[src/rtl/dbg_uart_rx_if.sv]
// Byte delivery bundle of the debug UART receiver.
// The receiver drives it through the master modport; the tap's RX packer
// reads it through the slave modport. There is no backpressure signal.
interface dbg_uart_rx_if;
    logic [7:0] rx_data_o;   // last received byte, held between strobes
    logic       rx_valid_o;  // one-cycle strobe per completed frame
    logic       rx_err_o;    // parity or framing fault, qualified by rx_valid_o

    modport master (
        output rx_data_o,
        output rx_valid_o,
        output rx_err_o
    );

    modport slave (
        input  rx_data_o,
        input  rx_valid_o,
        input  rx_err_o
    );
endinterface

[src/rtl/dbg_uart_rx.sv]
// Debug UART receive front end.
// Oversamples the asynchronous rx_i line on clk, finds the start edge,
// samples each bit near its centre with a period counter and delivers one
// byte per frame as a single-cycle strobe together with an error flag.
// Frame: start(0), 8 data bits LSB first, optional parity, stop(1).
module dbg_uart_rx #(
    parameter int SYNC_STAGES = 2,  // flops in the rx_i synchronizer, >= 2
    parameter int PARITY_EN   = 1,  // 1: a parity bit follows the data bits
    parameter int PARITY_ODD  = 0   // 1: odd parity, 0: even parity
) (
    input  logic          clk,
    input  logic          rst_i,
    input  logic [31:0]   clk_div_i,  // bit period minus one, in clk cycles
    input  logic          rx_i,       // asynchronous serial line, idles high
    dbg_uart_rx_if.master rx_if
);

    localparam bit LP_PAR_EN  = (PARITY_EN != 0);
    localparam bit LP_PAR_ODD = (PARITY_ODD != 0);

    typedef enum logic [2:0] {
        S_IDLE   = 3'd0,
        S_START  = 3'd1,
        S_DATA   = 3'd2,
        S_PARITY = 3'd3,
        S_STOP   = 3'd4
    } state_t;

    // ------------------------------------------------------------------
    // Synchronizer and edge-detect delay
    // ------------------------------------------------------------------
    logic [SYNC_STAGES-1:0] r_sync;
    logic                   r_rx_s_d;
    logic                   w_rx_s;

    assign w_rx_s = r_sync[SYNC_STAGES-1];

    // Shift rx_i through the synchronizer chain; flops reset to the idle level
    // so that reset never manufactures a start edge.
    always_ff @(posedge clk) begin
        if (rst_i) begin
            r_sync   <= '1;
            r_rx_s_d <= 1'b1;
        end else begin
            r_sync[0] <= rx_i;
            for (int i = 1; i < SYNC_STAGES; i++) begin
                r_sync[i] <= r_sync[i-1];
            end
            r_rx_s_d <= w_rx_s;
        end
    end

    // ------------------------------------------------------------------
    // Frame state machine
    // ------------------------------------------------------------------
    state_t      r_state;
    state_t      w_state_next;
    logic [31:0] r_cnt;
    logic [31:0] w_cnt_next;
    logic [31:0] r_div;
    logic [31:0] w_div_next;
    logic [7:0]  r_shift;
    logic [7:0]  w_shift_next;
    logic [2:0]  r_idx;
    logic [2:0]  w_idx_next;
    logic        r_par;
    logic        w_par_next;
    logic [7:0]  r_data;
    logic [7:0]  w_data_next;
    logic        r_valid;
    logic        w_valid_next;
    logic        r_err;
    logic        w_err_next;

    logic        w_tick;
    logic        w_start_edge;
    logic        w_perr;
    logic        w_ferr;

    // A sample is taken in the cycle the counter has run down to zero.
    assign w_tick       = (r_cnt == 32'd0);
    // A fresh high-to-low transition is required; a line held low never restarts.
    assign w_start_edge = ~w_rx_s & r_rx_s_d;
    // Parity check covers data, received parity bit and the selected sense.
    assign w_perr       = LP_PAR_EN ? (^r_shift ^ r_par ^ LP_PAR_ODD) : 1'b0;
    assign w_ferr       = ~w_rx_s;

    // Register the state machine, counter, datapath and output strobe.
    always_ff @(posedge clk) begin
        if (rst_i) begin
            r_state <= S_IDLE;
            r_cnt   <= '0;
            r_div   <= '0;
            r_shift <= '0;
            r_idx   <= '0;
            r_par   <= 1'b0;
            r_data  <= '0;
            r_valid <= 1'b0;
            r_err   <= 1'b0;
        end else begin
            r_state <= w_state_next;
            r_cnt   <= w_cnt_next;
            r_div   <= w_div_next;
            r_shift <= w_shift_next;
            r_idx   <= w_idx_next;
            r_par   <= w_par_next;
            r_data  <= w_data_next;
            r_valid <= w_valid_next;
            r_err   <= w_err_next;
        end
    end

    // Next-state, bit-counter and sample actions for each frame phase.
    always_comb begin
        w_state_next = r_state;
        w_cnt_next   = r_cnt;
        w_div_next   = r_div;
        w_shift_next = r_shift;
        w_idx_next   = r_idx;
        w_par_next   = r_par;
        w_data_next  = r_data;
        w_valid_next = 1'b0;
        w_err_next   = r_err;

        if (r_state != S_IDLE) begin
            // Half a period lands the first sample mid start bit; full
            // periods from there keep every later sample mid bit.
            if (!w_tick) begin
                w_cnt_next = r_cnt - 32'd1;
            end else begin
                w_cnt_next = r_div;
            end
        end

        case (r_state)
            S_IDLE: begin
                if (w_start_edge) begin
                    // The divider is frozen for the whole frame.
                    w_state_next = S_START;
                    w_div_next   = clk_div_i;
                    w_cnt_next   = clk_div_i >> 1;
                end
            end

            S_START: begin
                if (w_tick) begin
                    if (w_rx_s) begin
                        // Line back high at mid start bit: treat as a glitch.
                        w_state_next = S_IDLE;
                    end else begin
                        w_state_next = S_DATA;
                        w_idx_next   = 3'd0;
                    end
                end
            end

            S_DATA: begin
                if (w_tick) begin
                    w_shift_next[r_idx] = w_rx_s;
                    if (r_idx == 3'd7) begin
                        w_state_next = LP_PAR_EN ? S_PARITY : S_STOP;
                    end else begin
                        w_idx_next = r_idx + 3'd1;
                    end
                end
            end

            S_PARITY: begin
                if (w_tick) begin
                    w_par_next   = w_rx_s;
                    w_state_next = S_STOP;
                end
            end

            S_STOP: begin
                if (w_tick) begin
                    // Deliver the byte even when it is flagged bad.
                    w_state_next = S_IDLE;
                    w_valid_next = 1'b1;
                    w_data_next  = r_shift;
                    w_err_next   = w_perr | w_ferr;
                end
            end

            default: begin
                w_state_next = S_IDLE;
            end
        endcase
    end

    assign rx_if.rx_data_o  = r_data;
    assign rx_if.rx_valid_o = r_valid;
    assign rx_if.rx_err_o   = r_err;

endmodule

[src/flat_wrapper.sv]
// flat-port wrapper written by rule: the top's interface ports become plain ports
module dbg_uart_rx_flat 
#(
    parameter int SYNC_STAGES = 2,                                         
    parameter int PARITY_EN   = 1,                                          
    parameter int PARITY_ODD  = 0                                   
)
  (clk, rst_i, clk_div_i, rx_i, rx_if_rx_data_o, rx_if_rx_valid_o, rx_if_rx_err_o);
  dbg_uart_rx_if rx_if_i ();
  input  logic clk;
  input  logic rst_i;
  input  logic [31:0] clk_div_i;
  input  logic rx_i;
  output wire logic [$bits(rx_if_i.rx_data_o)-1:0] rx_if_rx_data_o;
  output wire logic [$bits(rx_if_i.rx_valid_o)-1:0] rx_if_rx_valid_o;
  output wire logic [$bits(rx_if_i.rx_err_o)-1:0] rx_if_rx_err_o;
  assign rx_if_rx_data_o = rx_if_i.rx_data_o;
  assign rx_if_rx_valid_o = rx_if_i.rx_valid_o;
  assign rx_if_rx_err_o = rx_if_i.rx_err_o;
  dbg_uart_rx #(.SYNC_STAGES(SYNC_STAGES), .PARITY_EN(PARITY_EN), .PARITY_ODD(PARITY_ODD)) u_core (.clk(clk), .rst_i(rst_i), .clk_div_i(clk_div_i), .rx_i(rx_i), .rx_if(rx_if_i));
endmodule
[config.mk]
export PLATFORM = sky130hd
export DESIGN_NAME = dbg_uart_rx_flat
export DESIGN_NICKNAME = d
export VERILOG_FILES = /design/src/rtl/dbg_uart_rx_if.sv /design/src/rtl/dbg_uart_rx.sv /design/src/flat_wrapper.sv
export SDC_FILE = /design/constraint.sdc
export NUM_CORES = 1
export LEC_CHECK = 0
export CAP_MARGIN = 20
export CORE_MARGIN = 3
export CORE_UTILIZATION = 51
export DETAILED_ROUTE_END_ITERATION = 12
export GPL_TIMING_DRIVEN = 0
export MAX_ROUTING_LAYER = met4
export PLACE_DENSITY = 0.72
export SLEW_MARGIN = 25
export SYNTH_ARGS = -nofsm -noshare
export SYNTH_HDL_FRONTEND = slang
export SYNTH_SLANG_ARGS = --single-unit
[constraint.sdc]
create_clock -name clk -period 5.4 [get_ports clk]
set_input_delay 1.08 -clock clk [delete_from_list [all_inputs] [get_ports clk]]
set_output_delay 1.08 -clock clk [all_outputs]
set_load 0.02 [all_outputs]
==> out/results.ini, run 1 <==
[sta]
final.setup_skew_ns=0.0110
rsz0062_at_grt=no
worstMarginPinSlew_ns=1.06
tns_ns=0
report.final.slew_viol_count=0
fmax_mhz=359
fin_crit_sh_pct=51.6
slew_headroom_pct=28.8
period_minus_slack_ns=2.78
setup_viol=0
final_hold_viol_count=0

[synthesis]
synth_nets=621
synthMuxAreaShare_pct=0.214
synth.area.top_cells=dfxtp_1, nand2_1, a21oi_1, a22oi_1, nor2_1
yosys.area.top_type=dfxtp_1
synth_edf_count=0
syn_area_per_cell_um2=8.04
synth_compound_area_share_pct=23.4
ys_warn_count=0
async_flop_share_pct=0
ys.flop_type=dfxtp_1
syn_area_um2=4680
ys_types=56
ys_seq_area_share_pct=39.3
syn_inst=582
synthAdderAreaFrac_pct=1.07
synthSimpleGateAreaFrac_pct=26.2
ys_ff_latch=92
synthXorXnorAreaFrac_pct=4.78
synth_top_family_by_area=simple AND/OR/NAND/NOR gates
synth_top_area_share_pct=39.3

[placement]
post-dp-hpwl_um=9460
gp_congestion=0.931
port_buffers=44
dp.cells=734

[clock_network]
ctsHoldBuffers=0
clkSinkCount=92
clock_latency_ns=0.38
cts_setup_buffers=0
htreeDepth=3
clockBufferDepth=2
cts_resized=0
cts_tree=built
path_clk_slew_ns=0.09
cts-buffers-inserted=9
root_buffer=clkbuf_8

[setup_path]
critPathKind=reg -> reg
end_kind=flip-flop
rrSetupSlack_ns=2.62
crit_arrival_ns=3.02
critPathLaunchType=flip-flop
ff2ff_path_depth=8
cp.required_ns=5.63
cp_max_fo=10
rr_startpoint=u_core.r_cnt[3]$_SDFF_PP0_
reg2reg_to=u_core.r_cnt[5]$_SDFF_PP0_

[finish]
fillers=815
drive_above_1_share_pct=6.70
final_core_util_pct=62.0
antenna_cells=0
area_delta_synth_final_pct=16.6
fin_cells=750
fin_nets=676

[grt]
overflow=0
track_usage_pct=27.8
grt_antenna_before_repair=0
grt_pass1_vias=4301
grt_pass1_wl_um=22100
grt_max_degree=16

[worst_hold_path]
hold_class=reg -> reg
hold_end=u_core.r_sync[1]$_SDFF_PP1_
whs_path_depth=1
hp-start=u_core.r_sync[0]$_SDFF_PP1_

[floorplanning]
die-area_um2=10400
dieWidth_um=102
die_height_um=102
ios=45
start_util_pct=53.2
rows=34
core-area_um2=8810

[detailed_routing]
wirelength_um=13400
routedWlPerCell_um=17.9
drt_iter0_drc=407
vias_per_cell=6.15
num_vias=4611
drc_errors=0
final_antenna_net_count=0
firstDrtPassIters=5

[power]
p_leak_uw=0.00183
finalPower_uw=3580
clockPowerShare_pct=13.6
combPwrFrac_pct=59.8
peakVddDrop_uv=463
p_sw_share_pct=48.5
p_per_area_nw_per_um2=655
p_sw_uw=1740
p_int_uw=1840
seq_power_share_pct=26.6

[status]
outcome=finished clean

[job]
drv_cap=0

-- per-layer routing --
| layer | GRT usage, % | vias to the layer above | wire (um) |
|---|---|---|---|
| met1 | 38.0 | 2159 | 5970 |
| met3 | 3.28 | 23 | 1060 |
| met4 | 8.98 | 0 | 231 |
| met2 | 43.1 | 196 | 6180 |
| met5 | - | - | 0 |
| li1 | - | 2233 | - |
-- area by class of cell --
cell class | instances | area [um^2] | share of cell area [%]
Clock inverter | 5 | 60.1 | 1.10
Sequential cell | 92 | 1840 | 33.7
Timing Repair Buffer | 44 | 440 | 8.07
Multi-Input combinational cell | 440 | 2610 | 47.7
Tap cell | 108 | 135 | 2.48
Buffer | 43 | 209 | 3.83
Clock buffer | 11 | 141 | 2.59
Inverter | 7 | 26.3 | 0.481
-- through the flow --
stage / hold slack (ns) / setup WS, ns / cell area [um^2]
final: 0.413 / 2.62 / 5460
after global routing: 0.441 / 2.48 / 5460
after CTS: 0.418 / 2.66 / 5460
after detailed placement: 0.396 / 2.54 / 5260
after global placement: 0.392 / 2.55 / 5260
after floorplan: 0.389 / 3.12 / 4680
-- state kept, by name (all words and copies together), names as in the netlist --
| register | count |
|---|---|
| u_core.r_state | 3 |
| u_core.r_rx_s_d | 1 |
| u_core.r_div | 32 |
| u_core.r_idx | 3 |
| u_core.rx_if.rx_data_o | 8 |
| u_core.r_par | 1 |
| u_core.r_cnt | 32 |
| u_core.rx_if.rx_err_o | 1 |
| u_core.r_shift | 8 |
| u_core.r_sync | 2 |
| u_core.rx_if.rx_valid_o | 1 |
-- synthesized netlist by cell type, drive strengths merged, types with 11 or more instances --
master / number
o32ai: 11
nand3: 27
nor4: 14
a22oi: 22
clkbuf: 34
o22ai: 11
o21ai: 29
nor2: 39
nand2: 82
nor3: 25
xnor2: 15
a21oi: 61
dfxtp: 92
-- power groups by stage --
stage	registers [uW]	logic (uW)	clock network (uW)
final	952	2140	488
after detailed placement	960	2090	0
after floorplan	920	1610	0
after global routing	968	2350	518
after global placement	953	2080	0
after CTS	945	2100	489
-- worst max-delay path by stage --
| stage | end | depth (start not counted) | startpoint |
|---|---|---|---|
| 2_1_floorplan | u_core.r_cnt[27]$_SDFF_PP0_ | 6 | u_core.r_cnt[7]$_SDFF_PP0_ |
| 3_3_place_gp | u_core.r_cnt[17]$_SDFF_PP0_ | 4 | rst_i |
| 3_5_place_dp | u_core.r_cnt[29]$_SDFF_PP0_ | 4 | rst_i |
| 4_1_cts | u_core.r_cnt[5]$_SDFF_PP0_ | 8 | u_core.r_cnt[3]$_SDFF_PP0_ |
| 5_1_grt | u_core.r_cnt[12]$_SDFF_PP0_ | 8 | u_core.r_cnt[3]$_SDFF_PP0_ |
| 6_report | u_core.r_cnt[5]$_SDFF_PP0_ | 8 | u_core.r_cnt[3]$_SDFF_PP0_ |
-- layout by cell type, fill, tap and decap left out, drive strengths merged, types with 10 or more instances in the layout --
master	Yosys	routed
o32ai	11	11
nand2	82	82
or3	10	10
clkdlybuf4s50	0	44
a21oi	61	61
nor2	39	39
nor4	14	14
nand3	27	27
nor3	25	25
clkbuf	34	45
a22oi	22	22
o21ai	29	29
dfxtp	92	92
xnor2	15	15
o22ai	11	11
-- worst max-delay path, stage by stage, from the launching register on --
cell and delay [ns]:
dfxtp_1 0.37, or4_1 0.54, buf_2 0.18, nor4_1 0.34, nand4_1 0.35, buf_2 0.32, clkbuf_1 0.27, nor2_1 0.17
o32ai_1 0.09
-- cell families (layout without fill, tap and decap cells) --
logic type / count (synthesis) / count (layout)
and+or+nand+nor: 242 / 242
AOI/OAI and AO/OA: 169 / 169
DFF: 92 / 92
buffers and inverters: 50 / 110
xor gates and xnor gates: 24 / 24
adders and majority gates: 4 / 4
muxes: 1 / 1
Power figures use the tool's default switching activity.
==> inputs of run 2 (changes only) <==
--- a/config.mk
+++ b/config.mk
@@ -11,7 +11,7 @@
 export DETAILED_ROUTE_END_ITERATION = 12
 export GPL_TIMING_DRIVEN = 0
 export MAX_ROUTING_LAYER = met4
-export PLACE_DENSITY = 0.72
+export PLACE_DENSITY = 0.75
 export SLEW_MARGIN = 25
 export SYNTH_ARGS = -nofsm -noshare
 export SYNTH_HDL_FRONTEND = slang
==> constraint.sdc (replaced) <==
create_clock -name clk -period 2.3 [get_ports clk]
set_input_delay 0.46 -clock clk [delete_from_list [all_inputs] [get_ports clk]]
set_output_delay 0.46 -clock clk [all_outputs]
set_load 0.02 [all_outputs]
==> out/results.ini, run 2 (synthesis results as in run 1) <==
[status]
outcome=finished clean

[power]
p_sw_share_pct=46.1  ; -2.4 points
p_int_uw=5540  ; +200%
combPwrFrac_pct=67.9  ; +8.1 points
seq_power_share_pct=22.2  ; -4.4 points
peakVddDrop_uv=1080  ; +130%
p_leak_uw=0.00207  ; +13%
clockPowerShare_pct=9.9  ; -3.7 points
p_sw_uw=4750  ; +170%
p_per_area_nw_per_um2=1730  ; +160%

[detailed_routing]
final_antenna_net_count=0  ; unchanged
vias_per_cell=6.14  ; about the same
drc_errors=0  ; unchanged
routedWlPerCell_um=18.0  ; +0.63%
wirelength_um=14000  ; +4.2%
firstDrtPassIters=5  ; unchanged
drt_iter0_drc=312  ; -23%
num_vias=4774  ; +3.5%

[clock_network]
clock_latency_ns=0.36  ; -0.02 ns
cts_tree=built
clockBufferDepth=2  ; unchanged
clkSinkCount=92  ; unchanged
htreeDepth=3  ; unchanged
root_buffer=clkbuf_8
path_clk_slew_ns=0.09  ; about the same
cts-buffers-inserted=9  ; unchanged

[sta]
tns_ns=0  ; unchanged
rsz0062_at_grt=yes
fin_crit_sh_pct=100  ; +48 points
report.final.slew_viol_count=0  ; unchanged
hold_slack_ns=0.421  ; +0.00781 ns
setup_viol=0  ; unchanged
period_minus_slack_ns=2.30  ; -0.485 ns
fmax_mhz=435  ; +21%
worstMarginPinSlew_ns=0.659  ; -0.400 ns
final.setup_skew_ns=0.00767  ; -0.00333 ns
slew_headroom_pct=56.1  ; +27 points
final_hold_viol_count=0  ; unchanged

[job]
drv_cap=0  ; unchanged

[finish]
fin_nets=703  ; +4.0%
layout.cells.most_common_list=nand2_1, dfxtp_1, a21oi_1
area_delta_synth_final_pct=26.8
design_area_um2=5940  ; +8.8%
antenna_cells=0  ; unchanged
fillers=741  ; -9.1%
top_regs=u_core.r_cnt (32), u_core.r_div (32)
drive_above_1_share_pct=16.9  ; +10 points

[setup_path]
cp.required_ns=2.58  ; -3.05 ns
critPathKind=reg -> reg
slowest_delay_ns=0.54  ; about the same
critPathLaunchType=flip-flop
worstPathCellList=or4_4, buf_6, buf_6, nor4_4, buf_4, clkbuf_16, nand4_1, xor2_1, o211ai_1
crit_top_cell=buf_6
reg2reg_to=u_core.r_cnt[26]$_SDFF_PP0_
rrSetupSlack_ns=0.001  ; -2.62 ns
ff2ff_path_depth=9  ; +1
rr_startpoint=u_core.r_cnt[9]$_SDFF_PP0_
crit_arrival_ns=2.58  ; -0.44 ns
critical_path.slowest_cell=or4_4
cp_max_fo=5  ; -5
end_kind=flip-flop
setup.worst_path.start=u_core.r_cnt[9]$_SDFF_PP0_
worstSetupEndpoint=u_core.r_cnt[26]$_SDFF_PP0_

[worst_hold_path]
hold_class=reg -> reg
hp-start=u_core.r_sync[0]$_SDFF_PP1_

[placement]
gp_congestion=0.932  ; +0.19%
post_dp_cell_area_um2=5260  ; unchanged
port_buffers=44  ; unchanged
post-dp-hpwl_um=9500  ; +0.37%

[floorplanning]
die_height_um=102  ; unchanged
die-area_um2=10400  ; unchanged
start_util_pct=53.2  ; unchanged
core-area_um2=8810  ; unchanged
ios=45  ; unchanged
rows=34  ; unchanged
dieWidth_um=102  ; unchanged

[grt]
track_usage_pct=28.0  ; +0.24 points
overflow=0  ; unchanged
grt_antenna_before_repair=0  ; unchanged
grt_pass1_vias=4442  ; +3.3%
grt_pass1_wl_um=22400  ; +1.5%
grt_max_degree=16  ; unchanged

[run 2: area by class of cell]
type,count,area (um^2),share of cell area (%)
multi-input combinational,440,2790,47.1
sequential,92,1860,31.3
timing repair buffer,72,688,11.6
buffer,42,256,4.32
clock buffer,11,141,2.38
tap,108,135,2.28
clock inverter,5,37.5,0.632
inverter,7,26.3,0.442
[run 2: worst min path at each step]
stage / end / slack, ns / depth (start not counted)
floorplan: u_core.r_sync[1]$_SDFF_PP1_ / 0.39 / 1
global placement: u_core.r_sync[1]$_SDFF_PP1_ / 0.39 / 1
detailed placement: u_core.r_sync[1]$_SDFF_PP1_ / 0.40 / 1
CTS: u_core.r_sync[1]$_SDFF_PP1_ / 0.43 / 1
global route: u_core.r_sync[1]$_SDFF_PP1_ / 0.44 / 1
finish: u_core.r_sync[1]$_SDFF_PP1_ / 0.42 / 1
[run 2: power groups by stage]
| stage | sequential, uW | combinational (uW) | clock (uW) |
|---|---|---|---|
| after floorplan | 2160 | 3770 | 0 |
| after global placement | 2230 | 4870 | 0 |
| after detailed placement | 2250 | 4960 | 0 |
| after CTS | 2250 | 5710 | 1030 |
| after global routing | 2320 | 7540 | 1100 |
| final | 2290 | 6990 | 1010 |
[run 2: timing repair]
item,in CTS,in global routing
resized for setup,27,59
setup buffers,12,15
hold buffers,0,0
endpoints found under the setup margin,56,76
cloned,0,1
endpoints found under the hold margin,0,0
pin swaps,8,27
[run 2: stage by stage]
step,std cells,power [uW],worst slack (ns),util [%]
after floorplan,582,5930,0.0158,-
after global placement,734,7100,-0.426,59.7
after detailed placement,734,7200,-0.432,59.7
after CTS,761,8990,0.0000397,64.0
after global routing,777,11000,-0.0580,67.4
final,777,10300,0.00105,67.4
[run 2: critical path: cells and delay by family (launching register included)]
kind	cells	cell delay [ns]
AO/OA/AOI/OAI	1	0.16
AND/OR/NAND/NOR	3	0.95
flip-flops	1	0.35
buffers and inverters	4	0.58
XOR/XNOR	1	0.19
[run 2: layer usage]
layer / GRT usage (%) / routed length, um / vias up
met2: 45.6 / 6780 / 188
met4: 6.05 / 167 / 0
met1: 36.9 / 6110 / 2282
met3: 4.85 / 956 / 18
li1: - / - / 2286
met5: - / 0 / -
